File: config.mk
export PLATFORM = sky130hd
export DESIGN_NAME = memory_stage_flat
export DESIGN_NICKNAME = d
export VERILOG_FILES = /design/src/rtl/memory_stage_pkg.sv /design/src/rtl/memory_stage_if.sv /design/src/rtl/memory_stage_load_align.sv /design/src/rtl/memory_stage.sv /design/src/flat_wrapper.sv
export SDC_FILE = /design/constraint.sdc
export NUM_CORES = 1
export LEC_CHECK = 0
export ABC_AREA = 1
export CAP_MARGIN = 20
export CORE_MARGIN = 3
export CORE_UTILIZATION = 25
export DETAILED_ROUTE_END_ITERATION = 16
export SLEW_MARGIN = 15
export SYNTH_ARGS = -nofsm -noshare
export SYNTH_HDL_FRONTEND = slang
export SYNTH_SLANG_ARGS = --single-unit
File: constraint.sdc
create_clock -name clk_i -period 2.7 [get_ports clk_i]
set_clock_uncertainty 0.1 [all_clocks]
set_input_delay 0.675 -clock clk_i [delete_from_list [all_inputs] [get_ports clk_i]]
set_output_delay 0.675 -clock clk_i [all_outputs]
set_load 0.05 [all_outputs]
File: src/rtl/memory_stage_pkg.sv
// Shared types for the memory stage: control word, access size, FSM states
// and the byte-lane helpers used when a store or load is issued.
package memory_stage_pkg;
  localparam int unsigned RVGA_WORD = 32;
  typedef logic [RVGA_WORD-1:0] rvga_word_t;

  typedef enum logic [1:0] {MEM_BYTE, MEM_HALF, MEM_WORD} rvga_mem_size_e;
  typedef enum logic [1:0] {ST_IDLE, ST_REQ, ST_WAIT, ST_DONE} rvga_mem_state_e;

  typedef struct packed {
    logic [4:0]     rd_addr;
    logic           rd_w_v;
    logic           br_v;
    logic           jmp_v;
    logic           ld_v;
    logic           st_v;
    rvga_mem_size_e mem_size;
    logic           ld_unsigned;
  } rvga_cword_t;

  function automatic logic [3:0] be_gen(rvga_mem_size_e size, logic [1:0] off);
    case (size)
      MEM_BYTE: return 4'b0001 << off;
      MEM_HALF: return 4'b0011 << {off[1], 1'b0};
      default:  return 4'b1111;
    endcase
  endfunction

  function automatic rvga_word_t wdata_gen(rvga_mem_size_e size, rvga_word_t rs2);
    case (size)
      MEM_BYTE: return {4{rs2[7:0]}};
      MEM_HALF: return {2{rs2[15:0]}};
      default:  return rs2;
    endcase
  endfunction

  function automatic logic misaligned(rvga_mem_size_e size, logic [1:0] off);
    case (size)
      MEM_HALF: return off[0];
      MEM_WORD: return off != 2'b00;
      default:  return 1'b0;
    endcase
  endfunction
endpackage

File: src/rtl/memory_stage_if.sv
// Data-memory port: req/gnt request phase, rvalid/rdata response phase.
interface memory_stage_if;
  logic        req_v;
  logic        we;
  logic [31:0] addr;
  logic [31:0] wdata;
  logic [3:0]  be;
  logic        gnt;
  logic        rvalid;
  logic [31:0] rdata;

  modport master (output req_v, we, addr, wdata, be, input gnt, rvalid, rdata);
  modport slave  (input req_v, we, addr, wdata, be, output gnt, rvalid, rdata);
endinterface

File: src/rtl/memory_stage_load_align.sv
// Combinational load lane select and sign/zero extension; kept standalone so
// a cache fill path can reuse it.
module memory_stage_load_align
  import memory_stage_pkg::*;
(
  input  rvga_word_t     rdata_i,
  input  logic [1:0]     off_i,
  input  rvga_mem_size_e size_i,
  input  logic           unsigned_i,
  output rvga_word_t     data_o
);
  logic [7:0]  b;
  logic [15:0] h;

  always_comb begin
    b      = rdata_i[8*off_i +: 8];
    h      = off_i[1] ? rdata_i[31:16] : rdata_i[15:0];
    data_o = rdata_i;
    case (size_i)
      MEM_BYTE: data_o = unsigned_i ? {24'b0, b} : {{24{b[7]}}, b};
      MEM_HALF: data_o = unsigned_i ? {16'b0, h} : {{16{h[15]}}, h};
      default:  data_o = rdata_i;
    endcase
  end
endmodule

File: src/rtl/memory_stage.sv
// Pipeline stage between execute and writeback: registers results and runs
// loads/stores over the req/gnt/rvalid port, stalling execute meanwhile.
module memory_stage
  import memory_stage_pkg::*;
(
  input  logic             clk_i,
  input  logic             rst_i,
  input  logic             instr_v_i,
  input  rvga_cword_t      cword_i,
  input  rvga_word_t       alu_result_i,
  input  rvga_word_t       rs2_data_i,
  input  logic             btaken_i,
  input  logic             stall_v_i,
  output logic             stall_v_o,
  memory_stage_if.master   dmem,
  output logic             instr_v_o,
  output rvga_cword_t      cword_o,
  output rvga_word_t       alu_or_ld_result_o,
  output logic             btaken_o,
  output logic             misalign_v_o
);
  rvga_mem_state_e state_q, state_d;
  rvga_cword_t     hcw_q, hcw_d, cw_q, cw_d;
  rvga_word_t      haddr_q, haddr_d, hwdata_q, hwdata_d, hres_q, hres_d, res_q, res_d;
  logic [3:0]      hbe_q, hbe_d;
  logic            hbt_q, hbt_d, vld_q, vld_d, bt_q, bt_d, mis_q, mis_d;
  logic            is_mem, misal, done;
  rvga_word_t      ld_data;

  memory_stage_load_align u_align (
    .rdata_i    (dmem.rdata),
    .off_i      (haddr_q[1:0]),
    .size_i     (hcw_q.mem_size),
    .unsigned_i (hcw_q.ld_unsigned),
    .data_o     (ld_data)
  );

  assign is_mem = cword_i.ld_v | cword_i.st_v;
  assign misal  = misaligned(cword_i.mem_size, alu_result_i[1:0]);

  always_comb begin
    state_d  = state_q;
    hcw_d    = hcw_q;
    haddr_d  = haddr_q;
    hwdata_d = hwdata_q;
    hbe_d    = hbe_q;
    hbt_d    = hbt_q;
    hres_d   = hres_q;
    vld_d    = vld_q;
    cw_d     = cw_q;
    res_d    = res_q;
    bt_d     = bt_q;
    mis_d    = 1'b0;
    done     = 1'b0;
    // Any unstalled cycle that delivers nothing pushes a bubble downstream.
    if (!stall_v_i) vld_d = 1'b0;
    case (state_q)
      ST_IDLE: if (!stall_v_i && instr_v_i) begin
        if (is_mem && !misal) begin
          hcw_d    = cword_i;
          haddr_d  = alu_result_i;
          hwdata_d = wdata_gen(cword_i.mem_size, rs2_data_i);
          hbe_d    = be_gen(cword_i.mem_size, alu_result_i[1:0]);
          hbt_d    = btaken_i;
          state_d  = ST_REQ;
        end else begin
          // Misaligned accesses retire as no-ops with the register write suppressed.
          vld_d = 1'b1;
          cw_d  = cword_i;
          res_d = alu_result_i;
          bt_d  = btaken_i;
          if (is_mem) begin
            cw_d.rd_w_v = 1'b0;
            mis_d       = 1'b1;
          end
        end
      end
      ST_REQ: if (dmem.gnt) begin
        if (hcw_q.st_v) begin
          hres_d = haddr_q;
          done   = 1'b1;
        end else begin
          state_d = ST_WAIT;
        end
      end
      ST_WAIT: if (dmem.rvalid) begin
        hres_d = ld_data;
        done   = 1'b1;
      end
      ST_DONE: done = 1'b1;
      default: state_d = ST_IDLE;
    endcase
    if (done) begin
      if (!stall_v_i) begin
        vld_d   = 1'b1;
        cw_d    = hcw_q;
        res_d   = hres_d;
        bt_d    = hbt_q;
        state_d = ST_IDLE;
      end else begin
        state_d = ST_DONE;
      end
    end
  end

  always_ff @(posedge clk_i or negedge rst_i) begin
    if (!rst_i) begin
      state_q  <= ST_IDLE;
      hcw_q    <= '0;
      haddr_q  <= '0;
      hwdata_q <= '0;
      hbe_q    <= '0;
      hbt_q    <= 1'b0;
      hres_q   <= '0;
      vld_q    <= 1'b0;
      cw_q     <= '0;
      res_q    <= '0;
      bt_q     <= 1'b0;
      mis_q    <= 1'b0;
    end else begin
      state_q  <= state_d;
      hcw_q    <= hcw_d;
      haddr_q  <= haddr_d;
      hwdata_q <= hwdata_d;
      hbe_q    <= hbe_d;
      hbt_q    <= hbt_d;
      hres_q   <= hres_d;
      vld_q    <= vld_d;
      cw_q     <= cw_d;
      res_q    <= res_d;
      bt_q     <= bt_d;
      mis_q    <= mis_d;
    end
  end

  assign stall_v_o          = (state_q != ST_IDLE) || stall_v_i;
  assign dmem.req_v         = (state_q == ST_REQ);
  assign dmem.we            = hcw_q.st_v;
  assign dmem.addr          = haddr_q;
  assign dmem.wdata         = hwdata_q;
  assign dmem.be            = hbe_q;
  assign instr_v_o          = vld_q;
  assign cword_o            = cw_q;
  assign alu_or_ld_result_o = res_q;
  assign btaken_o           = bt_q;
  assign misalign_v_o       = mis_q;
endmodule

File: src/flat_wrapper.sv
// flat-port wrapper written by rule: the top's interface ports become plain ports
module memory_stage_flat import memory_stage_pkg::*;
  (clk_i, rst_i, instr_v_i, cword_i, alu_result_i, rs2_data_i, btaken_i, stall_v_i, stall_v_o, instr_v_o, cword_o, alu_or_ld_result_o, btaken_o, misalign_v_o, dmem_req_v, dmem_we, dmem_addr, dmem_wdata, dmem_be, dmem_gnt, dmem_rvalid, dmem_rdata);
  memory_stage_if dmem_i ();
  input  logic clk_i;
  input  logic rst_i;
  input  logic instr_v_i;
  input  rvga_cword_t cword_i;
  input  rvga_word_t alu_result_i;
  input  rvga_word_t rs2_data_i;
  input  logic btaken_i;
  input  logic stall_v_i;
  output logic stall_v_o;
  output logic instr_v_o;
  output rvga_cword_t cword_o;
  output rvga_word_t alu_or_ld_result_o;
  output logic btaken_o;
  output logic misalign_v_o;
  output wire logic [$bits(dmem_i.req_v)-1:0] dmem_req_v;
  output wire logic [$bits(dmem_i.we)-1:0] dmem_we;
  output wire logic [$bits(dmem_i.addr)-1:0] dmem_addr;
  output wire logic [$bits(dmem_i.wdata)-1:0] dmem_wdata;
  output wire logic [$bits(dmem_i.be)-1:0] dmem_be;
  input wire logic [$bits(dmem_i.gnt)-1:0] dmem_gnt;
  input wire logic [$bits(dmem_i.rvalid)-1:0] dmem_rvalid;
  input wire logic [$bits(dmem_i.rdata)-1:0] dmem_rdata;
  assign dmem_req_v = dmem_i.req_v;
  assign dmem_we = dmem_i.we;
  assign dmem_addr = dmem_i.addr;
  assign dmem_wdata = dmem_i.wdata;
  assign dmem_be = dmem_i.be;
  assign dmem_i.gnt = dmem_gnt;
  assign dmem_i.rvalid = dmem_rvalid;
  assign dmem_i.rdata = dmem_rdata;
  memory_stage u_core (.clk_i(clk_i), .rst_i(rst_i), .instr_v_i(instr_v_i), .cword_i(cword_i), .alu_result_i(alu_result_i), .rs2_data_i(rs2_data_i), .btaken_i(btaken_i), .stall_v_i(stall_v_i), .stall_v_o(stall_v_o), .dmem(dmem_i), .instr_v_o(instr_v_o), .cword_o(cword_o), .alu_or_ld_result_o(alu_or_ld_result_o), .btaken_o(btaken_o), .misalign_v_o(misalign_v_o));
endmodule
==> key figures, run 1 <==
Layout
  – Nets: 1460
  – Non-filler cells, final: 1794
  – Layout area overhead: 45.0%
  – Fin util: 0.372
  – Finished Cell Area: 12300 um2
  – Layout cell share with drive strength beyond 1: 0.0896

Yosys
  – Top_reg_cell synth: dfrtp_1
  – Commonest cells in the netlist: 348 x nand2_1, 164 x dfrtp_1, 97 x o21ai_0, 96 x inv_1, 66 x a21oi_1
  – Flops & latches, synth: 164
  – Cell variety after synth: 36
  – Yosys warnings: 0
  – Post-synthesis area per instance: 7.77 um2
  – Post-synth top area cell: dfrtp_1
  – Post-Syn Nets: 1213
  – Synth top area cells: dfrtp_1 48%, nand2_1 15%, o21ai_0 5.7%
  – Register area share after synthesis: 0.485
  – EDFF count, synth: 0
  – Post-Syn Instances: 1090
  – Most instantiated library cell after synthesis: nand2_1
  – Yosys top cell area share: 0.485
  – Mapped Area: 8460 um2
  – Ys async rst share: 1.00

CTS
  – Inserted Clock Buffers: 17
  – CTS Sinks: 164
  – Hold Buf Count CTS: 0
  – Worst skew pair latency: 440 ps
  – Htree depth: 4
  – TritonCTS clock tree: built
  – Clk pin slew, worst setup/hold paths: 70 ps
  – Worst-case clock buffer depth: 2
  – Post-cts sizing count: 0
  – Post-CTS Setup Bufs: 0
  – Root Buffer: clkbuf_16

Floorplan
  – Ports: 235
  – Die Ht: 190 um
  – Initial Util: 0.257
  – Die area: 36100 um2
  – Die width: 190 um
  – CORE AREA: 32900 um2
  – Cell Rows: 66

Route
  – WL met3: 3.17 mm
  – Drt wl/cell: 17.6 um
  – Routed Antenna Nets: 0
  – DRT Pass-1 Iters: 5
  – Top sig layer: met5
  – Wire length on met2: 13.8 mm
  – Initial DRC count: 561
  – Via/cell ratio: 4.71
  – Post-Route WL: 31.7 mm
  – Post-Route M1 WL: 14.0 mm
  – Vias: 8441
  – Remaining DRCs: 0

Run status
  – Status: finished, final reports clean

Critical path
  – Reg2Reg Setup Slack: 540 ps
  – CP Capture Type: output port
  – Worst setup path category: flip-flop to output port
  – Crit path buf inv count: 1
  – Delay-heaviest family, CP: buffers and inverters
  – Slowest CP cell: clkdlybuf4s50_1
  – Data required time of the critical path: 1920 ps
  – Worst path arrival time: 1750 ps
  – Capturing point of the worst reg2reg path: u_core.alu_or_ld_result_o[28]
  – Crit Path Max Fanout: 5
  – Register-to-Register Path Depth: 9
  – Crit path largest cell delay: 850 ps
  – Worst-path cell chain: clkdlybuf4s50_1
  – Reg2reg start: u_core.state_q[1]
  – CP Launch Type: flip-flop

STA
  – Slew Viols, Final: 0
  – Slew headroom: 0.563
  – Final min period: 2520 ps
  – Final count of negative-setup-slack endpoints: 0
  – Setup TNS: 0 ps
  – Final hold viol count: 0
  – Final worst-path cycle share: 0.933
  – RSZ-0062 raised after global routing: no
  – WHS: 66.4 ps
  – Max Clk Rate: 0.397 GHz
  – Slew @ Worst Pin: 652 ps

GRT
  – Initial antenna violation count: 5
  – First-pass GRT wire length: 48.5 mm
  – GRT overflow: 0
  – Pin count of the biggest net entering global routing: 59
  – Total GRT Usage: 0.174
  – Vias in the first global route: 8384

Pwr
  – Max VDD drop: 0.763 mV
  – Leak: 5.78 nW
  – Power Dens Cells: 1370 nW/um2

Placed design
  – Post-DP HPWL: 23.8 mm
  – Inst Count DP: 1760
  – Gpl congestion: 0.902
  – Area after DPL: 11600 um2
  – # port buffers: 234

Hold path
  – Worst Hold Class: primary input to async pin

Flow run
  – Max_cap viols: 0
## power by group
group | switching (mW) | internal (mW)
logic | 6.35 | 3.31
registers | 0.843 | 3.65
clock network | 1.12 | 1.49
total | 8.31 | 8.45
## cell usage in the layout, fill, tap and decap left out, types with 9 or more instances in the layout
cell	n
inv_1	96
nand4_1	9
clkbuf_16	17
a221oi_1	24
o21ai_1	21
nand2_1	347
nor2_1	47
a21boi_1	15
clkdlybuf4s50_1	229
o211ai_1	19
buf_4	48
buf_12	12
o21ai_0	97
or2_2	9
a21oi_1	66
nand3_1	53
dfrtp_1	164
## how the worst max path moves through the flow
stage,from,to,cells after the start,slack [ps]
4_1_cts,u_core.dmem.addr[0],dmem_addr[0],1,140
6_report,u_core.dmem.addr[0],dmem_addr[0],1,180
2_1_floorplan,u_core.state_q[1],u_core.alu_or_ld_result_o[18],11,370
3_5_place_dp,cword_i[2],u_core.dmem.wdata[13],12,-230
5_1_grt,cword_i[2],u_core.dmem.wdata[29],12,90
3_3_place_gp,cword_i[2],u_core.dmem.wdata[29],12,-140
## registers in the layout (all words and copies together) (netlist names)
name / cells
u_core.hbt_q: 1
u_core.cword_o: 13
u_core.misalign_v_o: 1
u_core.dmem.addr: 32
u_core.hres_q: 32
u_core.alu_or_ld_result_o: 32
u_core.hcw_q: 12
u_core.btaken_o: 1
u_core.dmem.be: 4
u_core.instr_v_o: 1
u_core.state_q: 2
u_core.dmem.wdata: 32
u_core.dmem.we: 1
## kinds of logic after synthesis
kind of cell	count (synthesis)	synth area share
buffers and inverters	164	0.0792
DFF	164	0.485
adders and majority gates	7	0.0103
and+or+nand+nor	483	0.235
AOI/OAI and AO/OA	272	0.191
## per-layer routing
layer / up-vias / global-route usage
met2: 305 / 0.267
met4: 8 / 0.0469
met1: 3974 / 0.226
met3: 53 / 0.0724
met5: - / 0
li1: 4101 / -
## final cells by class
class / count / area [um2]
Multi-Input combinational cell: 762 / 3700
Clock buffer: 18 / 439
Antenna cell: 2 / 5.00
Tap cell: 442 / 553
Sequential cell: 164 / 4100
Inverter: 102 / 388
Timing Repair Buffer: 290 / 2900
Clock inverter: 14 / 176
Fill cell: 3341 / 20700
## worst register-to-register path: cells and delay by family (launching register included)
family | cells | cell delay (ps)
and+or+nand+nor | 4 | 760
DFF | 1 | 410
adders and majority gates | 1 | 260
buffers and inverters | 3 | 470
AOI/OAI and AO/OA | 1 | 100
## per-stage QoR
stage	total power, mW	worst slack [ps]
2_1_floorplan	10.7	366
5_1_grt	17.9	92.1
3_5_place_dp	14.2	-228
6_report	16.8	180
3_3_place_gp	14.1	-141
4_1_cts	16.9	140
(Power assumes the default switching activity.)
==> run 2, diff against run 1 <==
- CORE_UTILIZATION: 25 -> 49
- PLACE_DENSITY: default -> 0.81
- TNS_END_PERCENT: default -> 100
==> key figures, run 2 (same netlist as run 1, synthesis figures left out) <==
Layout
  – Non-filler cells, final: 1567
  – Fin util: 0.716
  – Layout cell share with drive strength beyond 1: 0.0869
  – Antenna cells: 0
  – Multi-input gate area: 3700 um2
  – Most frequent cells in the layout: 347 x nand2_1, 230 x clkdlybuf4s50_1, 164 x dfrtp_1, 97 x o21ai_0, 96 x inv_1
  – Nets: 1457
  – Layout area overhead: 41.7%
  – Commonest non-fill, non-tap cell in the layout: nand2_1
  – Fillers: 1333
  – Register area: 4100 um2

Placed design
  – # port buffers: 234
  – Post-DP HPWL: 19.4 mm
  – Gpl congestion: 0.919
  – Inst Count DP: 1534

Route
  – Routed Antenna Nets: 0
  – Via/cell ratio: 5.47
  – Remaining DRCs: 0
  – DRT Pass-1 Iters: 5
  – Post-Route WL: 27.2 mm
  – Drt wl/cell: 17.4 um
  – Initial DRC count: 746
  – Vias: 8574

CTS
  – Post-cts sizing count: 0
  – TritonCTS clock tree: built
  – Root Buffer: clkbuf_16
  – Worst skew pair latency: 430 ps
  – Worst-case clock buffer depth: 2
  – Post-CTS Setup Bufs: 0
  – Htree depth: 4
  – Hold Buf Count CTS: 0
  – Clk pin slew, worst setup/hold paths: 60 ps
  – Inserted Clock Buffers: 17
  – CTS Sinks: 164

GRT
  – Initial antenna violation count: 0
  – First-pass GRT wire length: 43.0 mm
  – GRT overflow: 0
  – Total GRT Usage: 0.291
  – Vias in the first global route: 8508
  – Pin count of the biggest net entering global routing: 63

STA
  – RSZ-0062 raised after global routing: no
  – WHS: 82.5 ps
  – Final hold viol count: 0
  – Slew @ Worst Pin: 666 ps
  – Slew headroom: 0.553
  – Final min period: 2500 ps
  – Max Clk Rate: 0.400 GHz
  – Slew Viols, Final: 0
  – Setup TNS: 0 ps
  – Final count of negative-setup-slack endpoints: 0
  – Final worst-path cycle share: 0.925

Critical path
  – Reg2Reg Setup Slack: 500 ps
  – Crit path buf inv count: 1
  – Data required time of the critical path: 1920 ps
  – Crit path largest cell delay: 850 ps
  – CP Launch Type: flip-flop
  – Slowest CP cell: clkdlybuf4s50_1
  – Capturing point of the worst reg2reg path: u_core.alu_or_ld_result_o[1]
  – Worst setup path category: flip-flop to output port
  – Worst path arrival time: 1720 ps
  – Reg2reg start: u_core.state_q[0]
  – CP Capture Type: output port
  – Register-to-Register Path Depth: 8
  – Crit Path Max Fanout: 5
  – Delay-heaviest family, CP: buffers and inverters
  – Worst-path cell chain: clkdlybuf4s50_1

Flow run
  – Max_cap viols: 0

Floorplan
  – Initial Util: 0.505
  – Die area: 18900 um2
  – Die Ht: 137 um
  – Cell Rows: 47
  – CORE AREA: 16800 um2
  – Die width: 137 um
  – Ports: 235

Hold path
  – Worst Hold Class: primary input to async pin

Pwr
  – Power Dens Cells: 1400 nW/um2
  – Power share of the clock group: 0.163
  – Flop pwr share: 0.267
  – Switching Share: 0.486
  – Leak: 5.78 nW
  – Comb pwr share: 0.569
  – Switching pwr: 8.15 mW
  – P_int: 8.63 mW
  – Max VDD drop: 1.10 mV

Run status
  – Status: finished, final reports clean
## run 2: cell types whose count changed in the layout (fill, tap and decap cells not counted), sizes merged
cell	change
clkinvlp	-3
bufinv	+2
clkbuf	+2
buf	-4
clkdlybuf4s50	+1
diode	-2
inv	-1
## run 2: worst reg2reg max path: cells and delay by family, from the launching register on
| kind | cells | cell delay (ps) |
|---|---|---|
| fa+ha+maj | 1 | 540 |
| flops | 1 | 400 |
| buf+inv | 3 | 390 |
| compound gates | 2 | 380 |
| simple gates | 2 | 310 |
## run 2: how the worst max path moves through the flow
stage | start | to | slack, ps | cells past startpoint
finish | u_core.dmem.addr[0] | dmem_addr[0] | 200 | 1
global route | cword_i[2] | u_core.alu_or_ld_result_o[11] | 60 | 12
CTS | u_core.dmem.addr[0] | dmem_addr[0] | 190 | 1
detailed placement | cword_i[2] | u_core.dmem.wdata[8] | -190 | 12
global placement | cword_i[2] | u_core.alu_or_ld_result_o[25] | -60 | 11
floorplan | u_core.state_q[1] | u_core.alu_or_ld_result_o[18] | 370 | 11
## run 2: layer usage
metal / vias to the layer above / global-route usage / routed length, um / share of wire
met2: 360 / 0.468 / 13100 / 0.48
met1: 4064 / 0.364 / 10800 / 0.39
met3: 65 / 0.0993 / 2570 / 0.094
met4: 0 / 0.105 / 838 / 0.031
met5: - / 0 / 0 / 0
li1: 4085 / - / - / -
## run 2: layout make-up
class	instances	share of cell area
multi-input cells	762	0.308
well taps	220	0.0229
clock buffers	20	0.0389
flip-flops and latches	164	0.342
repair buffers	287	0.239
inverters	102	0.0323
clock inverters	12	0.0166
## run 2: per-stage QoR
stage | cell area [um2] | power, mW | worst slack, ps
floorplan | 8460 | 10.7 | 366
global placement | 11300 | 13.7 | -62.5
detailed placement | 11300 | 13.9 | -185
CTS | 12000 | 16.8 | 190
global route | 12000 | 17.8 | 61.5
finish | 12000 | 16.8 | 202
## run 2: power by group through the flow
stage | Sequential, mW | Clock, mW | Combinational [mW]
2_1_floorplan | 7.15 | 0 | 3.56
3_3_place_gp | 4.46 | 0 | 9.26
3_5_place_dp | 4.47 | 0 | 9.46
4_1_cts | 4.48 | 2.77 | 9.53
5_1_grt | 4.62 | 2.87 | 10.3
6_report | 4.49 | 2.74 | 9.55
==> run 3, diff against run 2 <==
- GPL_TIMING_DRIVEN: default -> 0
==> key figures, run 3 (same netlist as run 1, synthesis figures left out) <==
Run status
  – Status: finished, final reports clean

Placed design
  – Gpl congestion: 0.933
  – Area after DPL: 11100 um2
  – Post-DP HPWL: 22.3 mm
  – # port buffers: 233
  – Inst Count DP: 1544
  – Setup WS pre-CTS: -676 ps

Critical path
  – Capturing point of the worst reg2reg path: u_core.alu_or_ld_result_o[9]
  – Slowest CP cell: clkdlybuf4s50_1
  – Crit Path Max Fanout: 3
  – Worst setup path category: primary input to output port
  – Reg2reg start: u_core.state_q[1]
  – Reg2Reg Setup Slack: 210 ps
  – Register-to-Register Path Depth: 11
  – Worst-path cell chain: clkdlybuf4s50_1 > inv_1 > nand2_1 > clkdlybuf4s15_2
  – Worst path arrival time: 1870 ps
  – CP Launch Type: primary input
  – Crit path largest cell delay: 580 ps
  – Data required time of the critical path: 1920 ps
  – CP Capture Type: output port

Pwr
  – Switching pwr: 8.29 mW
  – Leak: 5.60 nW
  – Pwr Total: 16.4 mW
  – P_int: 8.14 mW
  – Flop pwr share: 0.271
  – Comb pwr share: 0.585
  – Max VDD drop: 1.03 mV
  – Power share of the clock group: 0.144
  – Switching Share: 0.504
  – Power Dens Cells: 1400 nW/um2

STA
  – Final worst-path cycle share: 0.978
  – Final Worst Setup Slack: 59.0 ps
  – Final hold viol count: 0
  – Max Clk Rate: 0.379 GHz
  – Slew Viols, Final: 0
  – Final min period: 2640 ps
  – Slew @ Worst Pin: 689 ps
  – Final count of negative-setup-slack endpoints: 0
  – Slew headroom: 0.541

Layout
  – Antenna cells: 0
  – Nets: 1467
  – Fin util: 0.698
  – Commonest non-fill, non-tap cell in the layout: nand2_1
  – Non-filler cells, final: 1574
  – Multi-input gate area: 3700 um2
  – Register area: 4100 um2
  – Most frequent cells in the layout: 348 x nand2_1, 230 x clkdlybuf4s50_1, 164 x dfrtp_1, 97 x o21ai_0, 96 x inv_1
  – Layout cell share with drive strength beyond 1: 0.0761
  – Layout area overhead: 38.2%
  – Fillers: 1381
  – Finished Cell Area: 11700 um2

GRT
  – Pin count of the biggest net entering global routing: 85
  – Initial antenna violation count: 0
  – Total GRT Usage: 0.322
  – GRT overflow: 0
  – Vias in the first global route: 8570
  – First-pass GRT wire length: 46.5 mm

CTS
  – Worst-case clock buffer depth: 2
  – CTS Sinks: 164
  – TritonCTS clock tree: built
  – Inserted Clock Buffers: 17
  – Hold Buf Count CTS: 0
  – Clk pin slew, worst setup/hold paths: 60 ps
  – Root Buffer: clkbuf_16
  – Post-CTS Setup Bufs: 0
  – Htree depth: 4
  – Worst skew pair latency: 440 ps

Floorplan
  – Die area: 18900 um2
  – Die Ht: 137 um
  – Die width: 137 um
  – Initial Util: 0.505
  – Cell Rows: 47
  – CORE AREA: 16800 um2
  – Ports: 235

Route
  – Initial DRC count: 838
  – Post-Route WL: 30.5 mm
  – Vias: 8798
  – Remaining DRCs: 0
  – Via/cell ratio: 5.59
  – DRT Pass-1 Iters: 5
  – Drt wl/cell: 19.4 um
  – Routed Antenna Nets: 0

Hold path
  – Worst Hold Class: primary input to async pin

Flow run
  – Max_cap viols: 0
## run 3: metrics by stage
stage | TNS, ps | hold slack [ps]
after floorplan | 0 | 279
after global placement | -1029130 | 364
after detailed placement | -51900 | 369
after CTS | 0 | 167
after global routing | -26.8 | 190
final | 0 | 140
## run 3: layout make-up
type	count	share of cell area
repair buffers	234	0.202
flip-flops and latches	164	0.351
well taps	220	0.0235
plain buffers	62	0.0271
clock buffers	21	0.0402
multi-input cells	763	0.316
clock inverters	8	0.00674
inverters	102	0.0332
## run 3: critical path, delay by kind of cell
family / cells / cell delay [ps]
AND/OR/NAND/NOR: 1 / 110
buffers and inverters: 3 / 1080
## run 3: routing by layer
layer / wire length (um) / track usage / up-vias
met5: 0 / 0 / -
met2: 14300 / 0.520 / 470
met1: 12400 / 0.422 / 4154
li1: - / - / 4111
met4: 748 / 0.0926 / 0
met3: 3100 / 0.0979 / 63
## run 3: power by group through the flow
stage | sequential, mW | combinational (mW) | clock (mW)
floorplan | 7.15 | 3.56 | 0
global placement | 4.43 | 9.35 | 0
detailed placement | 4.44 | 9.50 | 0
CTS | 4.43 | 9.55 | 2.37
global route | 4.57 | 10.3 | 2.46
finish | 4.45 | 9.62 | 2.36
## run 3: worst max-delay path by stage
stage                      startpoint                            end  slack [ps]  cells past startpoint
finish                      stall_v_i                      stall_v_o          60                      4
global route               cword_i[2]  u_core.alu_or_ld_result_o[29]          -9                     12
CTS                        cword_i[2]               u_core.hcw_q[10]           3                     10
detailed placement         cword_i[2]           u_core.dmem.addr[19]        -680                     11
global placement                rst_i  u_core.alu_or_ld_result_o[27]       -6010                      1
floorplan           u_core.state_q[1]  u_core.alu_or_ld_result_o[18]         370                     11
## run 3: timing repair
item / CTS / global route
cloned: 0 / 1
gates resized for setup: 13 / 28
endpoints found under the setup margin: 56 / 98
pin swaps: 0 / 0
